### config.mk
export PLATFORM = sky130hd
export DESIGN_NAME = vblank_job_scheduler
export DESIGN_NICKNAME = d
export VERILOG_FILES = /design/src/rtl/vblank_job_scheduler.sv
export SDC_FILE = /design/constraint.sdc
export NUM_CORES = 1
export LEC_CHECK = 0
export BUFFER_PORTS_ARGS = -buffer_cell sky130_fd_sc_hd__buf_2
export CORE_MARGIN = 5
export CORE_UTILIZATION = 50
export CTS_BUF_LIST = sky130_fd_sc_hd__clkbuf_8
export DETAILED_ROUTE_END_ITERATION = 8
export PLACE_DENSITY = 0.78
export SLEW_MARGIN = 20
export SYNTH_ARGS = -nofsm -noshare
export SYNTH_HDL_FRONTEND = slang
export SYNTH_SLANG_ARGS = --single-unit
### constraint.sdc
create_clock -name clk -period 2.4 [get_ports clk]
set_input_delay 0 -clock clk [delete_from_list [all_inputs] [get_ports clk]]
set_output_delay 0 -clock clk [all_outputs]
set_load 0.02 [all_outputs]
### src/rtl/vblank_job_scheduler.sv
// vblank_job_scheduler: runs the per-frame game-state jobs one at a time inside vertical blanking.
// Latency: frame_tick 1 cycle after the window-open line; first job_start 2 cycles after it; next start 2 cycles after an accepted done.
// Backpressure: a job holds the scheduler until it strobes done, times out, or the deadline line aborts the window.
//
// Ports:
//   clk, reset        pixel clock, synchronous active-high reset
//   sx, sy            timing generator counters; window opens at (0,VBLANK_LINE), deadline at (0,DEADLINE_LINE)
//   job_mask          jobs to run, sampled when the window opens
//   job_done          per-job completion strobes (only the running job's bit is looked at)
//   clr_status        clears the sticky overrun and job_timeout flags
//   job_start         one-hot single-cycle start pulse
//   busy              window in progress
//   frame_tick        pulse at window open; frame_done pulse when every job finished in time
//   overrun           sticky, deadline (or a re-open) hit with jobs outstanding
//   overrun_count     saturating overrun counter, cleared only by reset
//   job_timeout       sticky per-job timeout flags
//   frame_count       windows opened since reset, wraps
module vblank_job_scheduler #(
  parameter int N_JOBS        = 4,
  parameter int VBLANK_LINE   = 480,
  parameter int DEADLINE_LINE = 520,
  parameter int TIMEOUT       = 4096,
  parameter int FCW           = 16
) (
  input  logic              clk,
  input  logic              reset,
  input  logic [9:0]        sx,
  input  logic [9:0]        sy,
  input  logic [N_JOBS-1:0] job_mask,
  input  logic [N_JOBS-1:0] job_done,
  input  logic              clr_status,
  output logic [N_JOBS-1:0] job_start,
  output logic              busy,
  output logic              frame_tick,
  output logic              frame_done,
  output logic              overrun,
  output logic [7:0]        overrun_count,
  output logic [N_JOBS-1:0] job_timeout,
  output logic [FCW-1:0]    frame_count
);

  localparam int IW = (N_JOBS > 1) ? $clog2(N_JOBS) : 1;
  localparam int TW = $clog2(TIMEOUT + 1);
  localparam logic [9:0]    VB_LINE = 10'(VBLANK_LINE);
  localparam logic [9:0]    DL_LINE = 10'(DEADLINE_LINE);
  // Counter value seen in the last cycle a job may still report done.
  localparam logic [TW-1:0] T_LAST  = TW'(TIMEOUT - 1);

  typedef enum logic [1:0] {IDLE, ISSUE, WAIT, FINISH} state_t;

  state_t            state, state_nxt;
  logic [N_JOBS-1:0] pending, pending_nxt;
  logic [IW-1:0]     cur, cur_nxt;
  logic [TW-1:0]     tcnt, tcnt_nxt;
  logic [N_JOBS-1:0] job_start_nxt;
  logic              frame_tick_nxt, frame_done_nxt, overrun_nxt;
  logic [7:0]        overrun_count_nxt;
  logic [N_JOBS-1:0] job_timeout_nxt;
  logic [FCW-1:0]    frame_count_nxt;

  logic              open_evt, dl_evt, abort, ovr_set;
  logic [N_JOBS-1:0] to_set;
  logic [IW-1:0]     pick;
  logic [N_JOBS-1:0] pick_oh;

  assign open_evt = (sy == VB_LINE) && (sx == 10'd0);
  assign dl_evt   = (sy == DL_LINE) && (sx == 10'd0);
  assign busy     = (state != IDLE);

  // Lowest set bit of pending; scanning downwards lets the lowest index win.
  always_comb begin
    pick    = '0;
    pick_oh = '0;
    for (int i = N_JOBS - 1; i >= 0; i--) begin
      if (pending[i]) begin
        pick    = IW'(i);
        pick_oh = N_JOBS'(1) << i;
      end
    end
  end

  // A re-open outside IDLE means the window never closed: treat it like a missed deadline.
  assign abort = (((state == ISSUE) || (state == WAIT)) && (open_evt || dl_evt)) ||
                 ((state == FINISH) && open_evt);

  always_comb begin
    state_nxt       = state;
    pending_nxt     = pending;
    cur_nxt         = cur;
    tcnt_nxt        = tcnt;
    job_start_nxt   = '0;
    frame_tick_nxt  = 1'b0;
    frame_done_nxt  = 1'b0;
    frame_count_nxt = frame_count;
    ovr_set         = 1'b0;
    to_set          = '0;

    if (abort) begin
      ovr_set     = 1'b1;
      pending_nxt = '0;
      state_nxt   = IDLE;
    end else begin
      case (state)
        IDLE: ;
        ISSUE: begin
          if (pending == '0) begin
            state_nxt = FINISH;
          end else begin
            // The start pulse is registered, so it lines up with the first WAIT cycle.
            pending_nxt   = pending & ~pick_oh;
            job_start_nxt = pick_oh;
            cur_nxt       = pick;
            tcnt_nxt      = '0;
            state_nxt     = WAIT;
          end
        end
        WAIT: begin
          if (job_done[cur]) begin
            state_nxt = ISSUE;
          end else if (tcnt == T_LAST) begin
            to_set[cur] = 1'b1;
            state_nxt   = ISSUE;
          end else begin
            tcnt_nxt = tcnt + TW'(1);
          end
        end
        FINISH: begin
          frame_done_nxt = 1'b1;
          state_nxt      = IDLE;
        end
        default: state_nxt = IDLE;
      endcase
    end

    // Every open_evt either opens from IDLE or has just aborted the old window.
    if (open_evt) begin
      pending_nxt     = job_mask;
      frame_tick_nxt  = 1'b1;
      frame_count_nxt = frame_count + FCW'(1);
      state_nxt       = ISSUE;
    end

    overrun_nxt       = ovr_set | (overrun & ~clr_status);
    overrun_count_nxt = (ovr_set && (overrun_count != 8'hFF)) ? overrun_count + 8'd1 : overrun_count;
    job_timeout_nxt   = (job_timeout & ~{N_JOBS{clr_status}}) | to_set;
  end

  always_ff @(posedge clk) begin
    if (reset) begin
      state         <= IDLE;
      pending       <= '0;
      cur           <= '0;
      tcnt          <= '0;
      job_start     <= '0;
      frame_tick    <= 1'b0;
      frame_done    <= 1'b0;
      overrun       <= 1'b0;
      overrun_count <= 8'd0;
      job_timeout   <= '0;
      frame_count   <= '0;
    end else begin
      state         <= state_nxt;
      pending       <= pending_nxt;
      cur           <= cur_nxt;
      tcnt          <= tcnt_nxt;
      job_start     <= job_start_nxt;
      frame_tick    <= frame_tick_nxt;
      frame_done    <= frame_done_nxt;
      overrun       <= overrun_nxt;
      overrun_count <= overrun_count_nxt;
      job_timeout   <= job_timeout_nxt;
      frame_count   <= frame_count_nxt;
    end
  end

endmodule

Yosys cells after proc, flatten, opt, wreduce, memory -nomap -nowiden
Index checks and enable logic that the tools add are counted.
{"block": "word_totals", "regBits": 56, "wordCells": 98, "input_bits": 31}
{"block": "classes", "n_reduce_logical": 24, "n_addsub": 3, "eq_ne": 13, "mux": 33, "bitwise": 11, "n_lt_le_gt_ge": 2}
{"operator": "$mux W4", "count": 12}
{"operator": "$mux W13", "count": 3}
{"operator": "$pmux W13 S2", "count": 1}
{"operator": "$add A16 B1 Y16 const B", "count": 1}
{"operator": "$add A13 B1 Y13 const B", "count": 1}
{"operator": "$eq A13 B12 Y1 const B", "count": 1}
{"operator": "$mux W2", "count": 6}
{"operator": "$eq A10 B10 Y1 const B", "count": 1}
{"operator": "$eq A10 B9 Y1 const B", "count": 1}
{"operator": "$logic_not A10 Y1", "count": 1}
{"operator": "$add A8 B1 Y8 const B", "count": 1}
{"operator": "$and A4 B4 Y4", "count": 2}
{"operator": "$mux W1", "count": 8}
{"operator": "$ne A8 B8 Y1 const B", "count": 1}
{"operator": "$not A4 Y4", "count": 2}
{"operator": "$logic_and A1 B1 Y1", "count": 6}
{"operator": "$ne A2 B2 Y1 const B", "count": 3}
{"operator": "$pmux W2 S3", "count": 1}
{"operator": "$reduce_and A2 Y1", "count": 3}
{"operator": "$reduce_bool A3 Y1", "count": 2}
{"operator": "$ne A5 B3 Y1 const B", "count": 1}
{"operator": "$reduce_and A5 Y1", "count": 1}
{"operator": "$reduce_bool A5 Y1", "count": 1}
{"operator": "$eq A2 B2 Y1 const B", "count": 2}
{"operator": "other kinds (18)", "count": 24}

Depth between registers and ports, before layout
Gate-level depths: netlist of the first run.
{"block": "depth", "ltp_word": 10, "mapped_depth": 10}

Worst setup path before layout of the first run
No wires, ideal clock.
{"block": "synth_timing", "path_kind": "register -> register", "from": "reg state[0]", "to": "reg tcnt[5]", "path_buffers": 1, "synth_period_minus_slack_ns": 2.261, "slack_ns": 0.139, "setup_ns": 0.059, "t_required_ns": 2.341, "arrival_ns": 2.202, "path_stages_with_launch": 10, "cell_sequence": "dfxtp_1 > inv_1 > ha_1 > nor3b_1 > and4_1 > a32o_1 > a21o_1 > buf_2 > or4_1 > nand2_1"}
{"block": "synth_via", "elab_chain_cells": 6}
{"element": "start, declared", "line": "51", "rtl": "state_t state, state_nxt;"}
{"element": "start signal, assigned", "line": "162", "rtl": "state <= state_nxt;"}
{"element": "$eq A2 B1 Y1 or $eq A2 B2 Y1 (tied branches)", "line": "83, 103"}
{"element": "$logic_or A1 B1 Y1", "line": "83", "rtl": "assign abort = (((state == ISSUE) || (state == WAIT)) && (open_evt || dl_evt)) ||"}
{"element": "$logic_and A1 B1 Y1", "line": "83"}
{"element": "$logic_or A1 B1 Y1", "line": "83"}
{"element": "$not A1 Y1 (no source line)"}
{"element": "$reduce_and A5 Y1 (no source line)"}
{"element": "end signal, assigned", "line": "165", "rtl": "tcnt <= tcnt_nxt;"}
{"element": "end, declared", "line": "54", "rtl": "logic [TW-1:0] tcnt, tcnt_nxt;"}
Parallel ways exist; a longest one is shown, timed or not.
A chain may end at the register's enable or synchronous reset.

Worst setup path after layout of the first run
{"block": "layout_timing", "from": "reg state[0]", "to": "reg tcnt[8]"}
The elaborated chain is that of the path after synthesis.

==> metrics.md, run 1 <==
| Metric | Value |
|---|---|
| Critical hold path startpoint | clr_status |
| CTS HTree Levels | 2 |
| Clock transition at the register clock pins on the worst setup and hold paths after CTS | 0.10 ns |
| Biggest fanout along the worst timing path | 15 |
| Worst Hold End | job_timeout[3] |
| Maximum clock skew at final layout | about 0.007 ns |
| Fraction of layout instances using a drive strength above 1 | between 20% and 30% |
| Endpoints failing setup | 0 |
| Most frequent cell after synthesis | dfxtp_1 |
| Achievable Freq | about 0.44 GHz |
| Final instance count without filler cells | 472 |
| Total vias in the final route | 2604 |
| Wire length of the first global-routing pass | between 10000 and 15000 um |
| Main flop type after synthesis | dfxtp_1 |
| Total global-route track usage | between 10% and 20% |
| Depth of the worst register-to-register path | 9 |
| Drt total wl | ~6500 um |
| Unique cell type count in the Yosys netlist | between 50 and 60 |
| Post-DRT Antenna Nets | 0 |
| Number of antenna violations at the first check in global routing | 0 |
| Initial core utilization | approximately 51% |
| Total Die Area | about 0.0072 mm2 |
| Worst slew margin | about half |
| RSZ-0062 raised after global routing | no |
| Worst slew pin tran | ~0.75 ns |
| Portion of synthesized cell area occupied by the leading cell type | roughly two fifths |
| Final Critical Period | approximately 2.3 ns |
| Type of the worst setup path | register to register |
| Netlist Area Pre-Place | roughly 0.0028 mm2 |
| Top cells by count, synth | dfxtp_1, nor2_1, nand2_1 |
| Cell Pwr Density | ~560 mW/mm2 |
| Buffers inserted by post-CTS timing repair | 0 |
| Synthesized Nets | about 360 |
| Async set-reset flop share out of synthesis | 0% |
| Pin count of the biggest net entering global routing | 42 |
| IO Count | 67 |
| Sequential share of the synthesized area | about two fifths |
| Overall overflow remaining after global route | 0 |
| Gp weighted congestion | 0.800 |
| Worst setup slack after layout | 0.143 ns |
| Post-route DRC violation count | 0 |
| Final Hold Vio Count | 0 |
| Register bit total from synthesis | between 50 and 60 |
| Count of max-cap constraint violations | 0 |
| Row count | 27 |
| Clock tree from TritonCTS | yes |
| Pins Over Slew Limit | 0 |
| CTS root buf | clkbuf_8 |
| Endpoint required time on the critical path | around 2.7 ns |
| Reg2Reg Capture Point | tcnt[8] |
| Total core area | roughly 0.0055 mm2 |
| Per-instance average area after synthesis | 8.78 um2 |
| Synth warnings | 0 |
| Number of buffers added on ports | 66 |
| Vias per std cell | 5.52 |
| Number of instances in the synthesized netlist | about 320 |
| Data arrival time of the critical path | approximately 2.5 ns |
| Count of cells along the worst hold path | 3 |
| Standby leakage power | around 0.0013 uW |
| Horizontal die dimension | about 85 um |
| Library cell occupying the most area in the post-synthesis netlist | dfxtp_1 |
| Number of detailed-route iterations in the first pass | 4 |
| Die extent in y | between 80 and 90 um |
| Category of the worst setup path launch point | register |
| Number of buffers created by CTS | 5 |
| DPL Wire Length | about 4900 um |
| Top area cells in the synthesized netlist | dfxtp_1, nor2_1, xnor2_1, ha_1, a21oi_1 |
| Final cell utilization of the core | between 60 and 70% |
| Critical path capture point type | register |
| Number of nets in the layout | between 400 and 500 |
| Outcome | finished clean |
| Antenna cells | 0 |
| Maximum count of clock buffers along a single path | 2 |
| Summed negative setup slack over all endpoints | 0 ns |
| Setup slack of the most critical reg-to-reg path | ~0.14 ns |
| Number of sinks driven by the clock tree | 56 |
| Worst reg2reg path startpoint | state[0] |
| Wirelength per Cell | around 14 um |
| Syn-to-layout area delta | 22.0% |
| Via count of the first global-routing pass | approximately 2500 |
| Violation count after the first detailed-route iteration | 130 |
| Pre-CTS WS | roughly 0.077 ns |
| Hold/Removal Path Class | input pin to register |
| Post-synth EDFFs | 0 |
| Final period util | between 90% and 100% |
| Worst VDD drop | 0.293 mV |
| Clock latency on the worst-skew pair | 0.31 ns |
| Post-Place Cells | between 400 and 500 |
[critical path, stage by stage, from the launching register on]
cell,delay [ns]
dfxtp_2,0.34
inv_1,0.06
ha_1,0.30
nor3b_1,0.14
and4_1,0.20
a32o_1,0.24
a21o_4,0.23
buf_6,0.15
or4_1,0.47
nand2_1,0.08
[flip-flops by register name (all words and copies together), names as in the netlist]
name	cells
job_timeout	4
state	2
cur	2
frame_count	16
job_start	4
frame_tick	1
tcnt	13
frame_done	1
overrun	1
pending	4
overrun_count	8
[how the worst max path moves through the flow]
stage | start | to | slack, ns
floorplan | state[0] | tcnt[5] | 0.14
finish | state[0] | tcnt[8] | 0.14
global route | state[0] | tcnt[3] | 0.02
CTS | state[0] | tcnt[8] | 0.04
detailed placement | state[0] | tcnt[5] | 0.08
global placement | state[0] | tcnt[3] | 0.15
[layout by cell type (no fill, tap or decap), types with 9 or more instances in the layout]
cell / netlist / final
a21oi_1: 18 / 18
buf_2: 2 / 66
buf_4: 0 / 14
dfxtp_1: 56 / 54
inv_1: 11 / 11
nand2_1: 22 / 22
nand3_1: 18 / 18
nand4_1: 9 / 9
nor2_1: 35 / 35
or3_1: 9 / 9
or4_1: 9 / 9
xnor2_1: 14 / 14
[per-layer routing]
layer | GRT usage, % | routed length (um) | up-vias
li1 | - | - | 1319
met1 | 23.2 | 2890 | 1212
met2 | 31.7 | 3170 | 66
met3 | 4.12 | 369 | 7
met4 | 3.02 | 40 | 0
met5 | 0 | 0 | -
[timing repair]
action | in CTS | in global routing
hold buffers | 4 | 0
gates resized for setup | 0 | 5
endpoints found under the setup margin | 0 | 10
endpoints found under the hold margin | 4 | 0
[area by class of cell]
type / count / area, um2
multi-input cells: 240 / 1570
flip-flops and latches: 56 / 1120
fillers: 484 / 2070
inverters: 11 / 41.3
repair buffers: 85 / 487
well taps: 72 / 90.1
clock inverters: 3 / 25.0
clock buffers: 5 / 68.8
[per-stage QoR]
step | total power [uW] | hold WS [ns] | cell area (um2)
finish | 1920 | 0.0111 | 3410
global route | 2020 | 0.0342 | 3410
CTS | 1930 | 0.00408 | 3390
detailed placement | 1390 | 0.219 | 3260
global placement | 1380 | 0.214 | 3260
floorplan | 1220 | 0.105 | 2790
[power by group]
group / switching, uW / total [uW] / internal (uW) / leakage (uW)
clock: 322 / 535 / 214 / 0.0000452
sequential: 11.0 / 960 / 949 / 0.000452
combinational: 235 / 427 / 192 / 0.000835
total: 568 / 1920 / 1350 / 0.00133
[logic make-up after synthesis]
group / count (synthesis) / share of synthesized area, %
buf+inv: 22 / 3.85
fa+ha+maj: 8 / 3.59
compound gates: 58 / 14.7
simple gates: 152 / 30.2
flops: 56 / 40.2
mux: 2 / 1.17
xor+xnor: 20 / 6.28
Note: power is estimated with default switching activity, not from simulation.
==> run 2, diff against run 1 <==
--- a/config.mk
+++ b/config.mk
@@ -10,6 +10,7 @@
 export CORE_UTILIZATION = 50
 export CTS_BUF_LIST = sky130_fd_sc_hd__clkbuf_8
 export DETAILED_ROUTE_END_ITERATION = 8
+export HOLD_SLACK_MARGIN = 0.15
 export PLACE_DENSITY = 0.78
 export SLEW_MARGIN = 20
 export SYNTH_ARGS = -nofsm -noshare
==> metrics.md, run 2 (synthesis results as in run 1) <==
| Metric | Value |
|---|---|
| Outcome | finished clean |
| Antenna cells | 0 |
| Hold/Removal Path Class | input pin to register |
| Number of sinks driven by the clock tree | 56 |
| Category of the worst setup path launch point | register |
| Number of antenna violations at the first check in global routing | 0 |
| Syn-to-layout area delta | 22.4% |
| Pins Over Slew Limit | 0 |
| Summed negative setup slack over all endpoints | 0 ns |
| Final Hold Vio Count | 0 |
| Maximum count of clock buffers along a single path | 2 |
| Via count of the first global-routing pass | 2461 |
| Gp weighted congestion | approximately 0.80 |
| Largest stage delay, worst path | 0.47 ns |
| Overall overflow remaining after global route | 0 |
| RSZ-0062 raised after global routing | no |
| WP buf/inv | 2 |
| Worst slew pin tran | 0.745 ns |
| Initial core utilization | between 50 and 60% |
| Clock latency on the worst-skew pair | 0.31 ns |
| Post-route DRC violation count | 0 |
| Registers with the most flip-flops | frame_count (16), tcnt (13), overrun_count (8) |
| Wire length of the first global-routing pass | roughly 11000 um |
| Register name with the most flops | frame_count |
| Met1 usage in global routing | 23.2% |
| Busiest grt layer | met2 |
| Cell Pwr Density | ~560 mW/mm2 |
| Data arrival time of the critical path | about 2.5 ns |
| Final period util | a little over nine tenths |
| Total vias in the final route | 2617 |
| DPL Wire Length | a little under 5000 um |
| CTS HTree Levels | 2 |
| Crit-path leading delay family | simple AND/OR/NAND/NOR gates |
| Violation count after the first detailed-route iteration | between 150 and 200 |
| Final cell utilization of the core | approximately 62% |
| GR Util met3 | 4.02% |
| Type of the worst setup path | register to register |
| Biggest fanout along the worst timing path | 15 |
| IO Count | 67 |
| Number of detailed-route iterations in the first pass | 5 |
| Pin count of the biggest net entering global routing | 42 |
| Maximum clock skew at final layout | between 0.007 and 0.008 ns |
| Worst VDD drop | 0.293 mV |
| Fraction of layout instances using a drive strength above 1 | 26.2% |
| Met2 Resource Use GR | a little under a third |
| Total global-route track usage | 18.2% |
| Worst slew margin | 49.8% |
| Ordered cell list for the critical path | inv_1 > ha_1 > nor3b_1 > and4_1 > a32o_1 > a21o_4 > buf_6 > or4_1 > nand2_1 |
| Die extent in y | ~85 um |
| Drt total wl | between 6000 and 7000 um |
| Final instance area | around 0.0034 mm2 |
| Endpoint required time on the critical path | 2.66 ns |
| Critical-path cell with the highest stage delay | or4_1 |
| Number of fill cells | slightly below 500 |
| Vias per std cell | 5.53 |
| Final Critical Period | 2.26 ns |
| Clock tree from TritonCTS | yes |
| Standby leakage power | around 0.0013 uW |
| Total core area | 0.00547 mm2 |
| Clock transition at the register clock pins on the worst setup and hold paths after CTS | around 0.11 ns |
| Area of placed instances | between 0.003 and 0.004 mm2 |
| Count of max-cap constraint violations | 0 |
| Horizontal die dimension | 84.7 um |
| Endpoints failing setup | 0 |
| Number of buffers created by CTS | 5 |
| Row count | 27 |
| Number of nets in the layout | 439 |
| Highest-count cells in the layout ignoring fill and taps | buf_2, dfxtp_1, nor2_1, nand2_1 |
| Wirelength per Cell | about 14 um |
| Achievable Freq | approximately 0.44 GHz |
| Number of flip-flops under the largest register name | 16 |
| Post-route total power | a little under 2000 uW |
| Number of buffers added on ports | 66 |
| CTS root buf | clkbuf_8 |
| Total Die Area | 0.00718 mm2 |
| Critical path capture point type | register |
| Buffers inserted by post-CTS timing repair | 0 |
| Most common library cell in the layout ignoring fill and taps | buf_2 |
| Post-DRT Antenna Nets | 0 |
==> run 2: cell count changes in the layout (fill, tap and decap cells not counted) <==
cell | previous run | this run
dlygate4sd3_1 | 4 | 5
==> run 2: cell type report <==
cell class / instances / area [um2] / area share [%]
Clock buffer: 5 / 68.8 / 2.01
Clock inverter: 3 / 25.0 / 0.733
Inverter: 11 / 41.3 / 1.21
Multi-Input combinational cell: 240 / 1570 / 46.0
Sequential cell: 56 / 1120 / 32.9
Tap cell: 72 / 90.1 / 2.64
Timing Repair Buffer: 86 / 497 / 14.5
==> run 2: worst reg2reg max path, stage by stage (launching register included) <==
cell and delay, ns:
dfxtp_2 0.34, inv_1 0.06, ha_1 0.30, nor3b_1 0.14, and4_1 0.20, a32o_1 0.24, a21o_4 0.23, buf_6 0.15
or4_1 0.47, nand2_1 0.08
==> run 2: per-layer routing <==
metal	part of all wire, %	vias to the layer above
met3	6.0	7
met4	0.62	0
met1	44	1218
met5	0	-
li1	-	1321
met2	49	71
==> run 2: final timing paths <==
path	startpoint	end	slack (ns)	cells after the start
setup / recovery	state[0]	tcnt[8]	0.14	9
hold / removal	sx[3]	frame_count[3]	0.23	6
setup reg to reg	state[0]	tcnt[8]	0.14	9
hold reg to reg	tcnt[12]	tcnt[12]	0.47	2
==> run 2: metrics by stage <==
| step | setup WS, ns | instances | hold slack, ns |
|---|---|---|---|
| after global routing | 0.0192 | 473 | 0.258 |
| after global placement | 0.147 | 460 | 0.214 |
| after CTS | 0.0367 | 473 | 0.221 |
| after detailed placement | 0.0769 | 460 | 0.219 |
| final | 0.144 | 473 | 0.229 |
| after floorplan | 0.139 | 318 | 0.105 |
==> run 2: timing repair <==
item                       in CTS  in global routing
setup endpoints to repair       0                 10
hold buffers                    5                  0
gates resized for setup         0                  5
hold endpoints to repair        9                  0
==> run 2: power breakdown <==
group | switching [uW] | internal [uW]
Sequential | 11.0 | 949
Combinational | 235 | 193
Clock | 322 | 214
==> run 3, diff against run 2 <==
--- a/config.mk
+++ b/config.mk
@@ -12,6 +12,7 @@
 export DETAILED_ROUTE_END_ITERATION = 8
 export HOLD_SLACK_MARGIN = 0.15
 export PLACE_DENSITY = 0.78
+export SETUP_SLACK_MARGIN = 0.4
 export SLEW_MARGIN = 20
 export SYNTH_ARGS = -nofsm -noshare
 export SYNTH_HDL_FRONTEND = slang
==> metrics.md, run 3 (synthesis results as in run 1) <==
| Metric | Value |
|---|---|
| Outcome | finished clean |
| Pre-CTS WS | 0.113 ns |
| Via count of the first global-routing pass | 2552 |
| Data arrival time of the critical path | ~2.3 ns |
| Achievable Freq | 0.490 GHz |
| Worst slew pin tran | roughly 0.74 ns |
| Pin count of the biggest net entering global routing | 42 |
| Syn-to-layout area delta | 26.2% |
| Number of buffers created by CTS | 5 |
| Highest-count cells in the layout ignoring fill and taps | buf_2, dfxtp_1, nor2_1, nand2_1, nand3_1 |
| Maximum count of clock buffers along a single path | 2 |
| Clock tree from TritonCTS | yes |
| IO Count | 67 |
| CTS root buf | clkbuf_8 |
| Cell Pwr Density | 584 mW/mm2 |
| Clock latency on the worst-skew pair | between 0.3 and 0.4 ns |
| CTS HTree Levels | 2 |
| Critical hold path startpoint | sx[3] |
| Worst VDD drop | roughly 0.36 mV |
| Number of flip-flops under the largest register name | 16 |
| Gp weighted congestion | approximately 0.87 |
| DPL Wire Length | 4820 um |
| Number of antenna violations at the first check in global routing | 0 |
| Number of nets in the layout | about 440 |
| Worst Hold End | frame_count[3] |
| Setup slack of the most critical reg-to-reg path | 0.36 ns |
| Worst slew margin | about half |
| Category of the worst setup path launch point | register |
| Total global-route track usage | between 10% and 20% |
| Post-DRT Antenna Nets | 0 |
| Summed negative setup slack over all endpoints | 0 ns |
| Standby leakage power | approximately 0.0014 uW |
| Wirelength per Cell | roughly 15 um |
| Final Hold Vio Count | 0 |
| Clock transition at the register clock pins on the worst setup and hold paths after CTS | approximately 0.1 ns |
| Wire length of the first global-routing pass | 11500 um |
| Critical path capture point type | register |
| Most common library cell in the layout ignoring fill and taps | buf_2 |
| Final cell utilization of the core | 64.4% |
| Register name with the most flops | frame_count |
| Depth of the worst register-to-register path | 8 |
| Worst reg2reg path startpoint | state[1] |
| Pins Over Slew Limit | 0 |
| Horizontal die dimension | around 85 um |
| Total Die Area | approximately 0.0072 mm2 |
| Type of the worst setup path | register to register |
| Endpoints failing setup | 0 |
| Hold/Removal Path Class | input pin to register |
| Antenna cells | 0 |
| Final Critical Period | 2.04 ns |
| Area of placed instances | 0.00321 mm2 |
| Number of buffers added on ports | 66 |
| RSZ-0062 raised after global routing | yes |
| Overall overflow remaining after global route | 0 |
| Total core area | ~0.0055 mm2 |
| Registers with the most flip-flops | frame_count (16), tcnt (13), overrun_count (8) |
| Fraction of layout instances using a drive strength above 1 | 30.7% |
| Initial core utilization | roughly half |
| Violation count after the first detailed-route iteration | approximately 180 |
| Die extent in y | between 80 and 90 um |
| Post-route total power | 2060 uW |
| Drt total wl | between 6000 and 7000 um |
| Reg2Reg Capture Point | tcnt[11] |
| Biggest fanout along the worst timing path | 7 |
| Number of detailed-route iterations in the first pass | 4 |
| Vias per std cell | between 5 and 6 |
| Final period util | 85.1% |
| Endpoint required time on the critical path | 2.65 ns |
| Row count | 27 |
| Final instance area | around 0.0035 mm2 |
| Count of max-cap constraint violations | 0 |
| Count of cells along the worst hold path | 6 |
| Total vias in the final route | approximately 2700 |
| Maximum clock skew at final layout | around 0.0053 ns |
| Post-route DRC violation count | 0 |
| Worst setup slack after layout | 0.357 ns |
| Number of sinks driven by the clock tree | 56 |
run 3: cell count changes in the layout (fill, tap and decap cells not counted), sizes merged:
cell / previous run / this run
clkinvlp: 1 / 0
buf: 81 / 79
inv: 13 / 12
a21o: 1 / 3
clkinv: 0 / 1
bufinv: 0 / 1
run 3: critical path: stages (launching register included):
cell and delay (ns):
dfxtp_4 0.38, inv_4 0.05, ha_4 0.23, nor3b_1 0.12, and4_1 0.19, a32o_2 0.26
a21o_4 0.22, or4_4 0.42, a21oi_2 0.11
run 3: per-stage QoR:
step                instances  hold slack (ns)
finish                    473            0.234
detailed placement        451            0.211
CTS                       471            0.237
global route              473            0.259
global placement          451            0.209
floorplan                 318            0.105
run 3: area by class of cell:
type	instances	area [um2]
sequential	56	1130
timing repair buffer	84	478
clock buffer	5	68.8
inverter	11	46.3
multi-input combinational	242	1670
clock inverter	3	38.8
fill	471	1950
tap	72	90.1
run 3: power by group:
part           internal (uW)  total [uW]  leakage [uW]  switching (uW)
Sequential               953         977      0.000453            24.0
Combinational            217         477      0.000855             260
Clock                    306         603     0.0000593             297
Total                   1480        2060       0.00137             581
run 3: worst max path at each step:
stage / depth (start not counted) / slack, ns / from / end
floorplan: 10 / 0.37 / state[1] / tcnt[6]
global placement: 8 / 0.18 / state[1] / tcnt[6]
detailed placement: 8 / 0.11 / state[1] / tcnt[11]
CTS: 8 / 0.37 / state[1] / tcnt[3]
global route: 8 / 0.28 / state[1] / tcnt[6]
finish: 8 / 0.36 / state[1] / tcnt[11]
run 3: routing by layer:
metal	wire length (um)	part of all wire (%)	vias to the layer above	GRT usage [%]
met5	0	0	-	0
met4	126	1.8	0	6.04
met3	417	6.0	12	4.12
met2	3400	49	85	32.8
met1	3040	44	1268	24.2
li1	-	-	1328	-
run 3: repair_timing:
action	in CTS	in global routing
gates cloned	2	0
hold buffers	5	0
endpoints found under the setup margin	13	20
pin swaps	3	3
buffers inserted	5	2
endpoints found under the hold margin	9	0
gates resized for setup	12	11
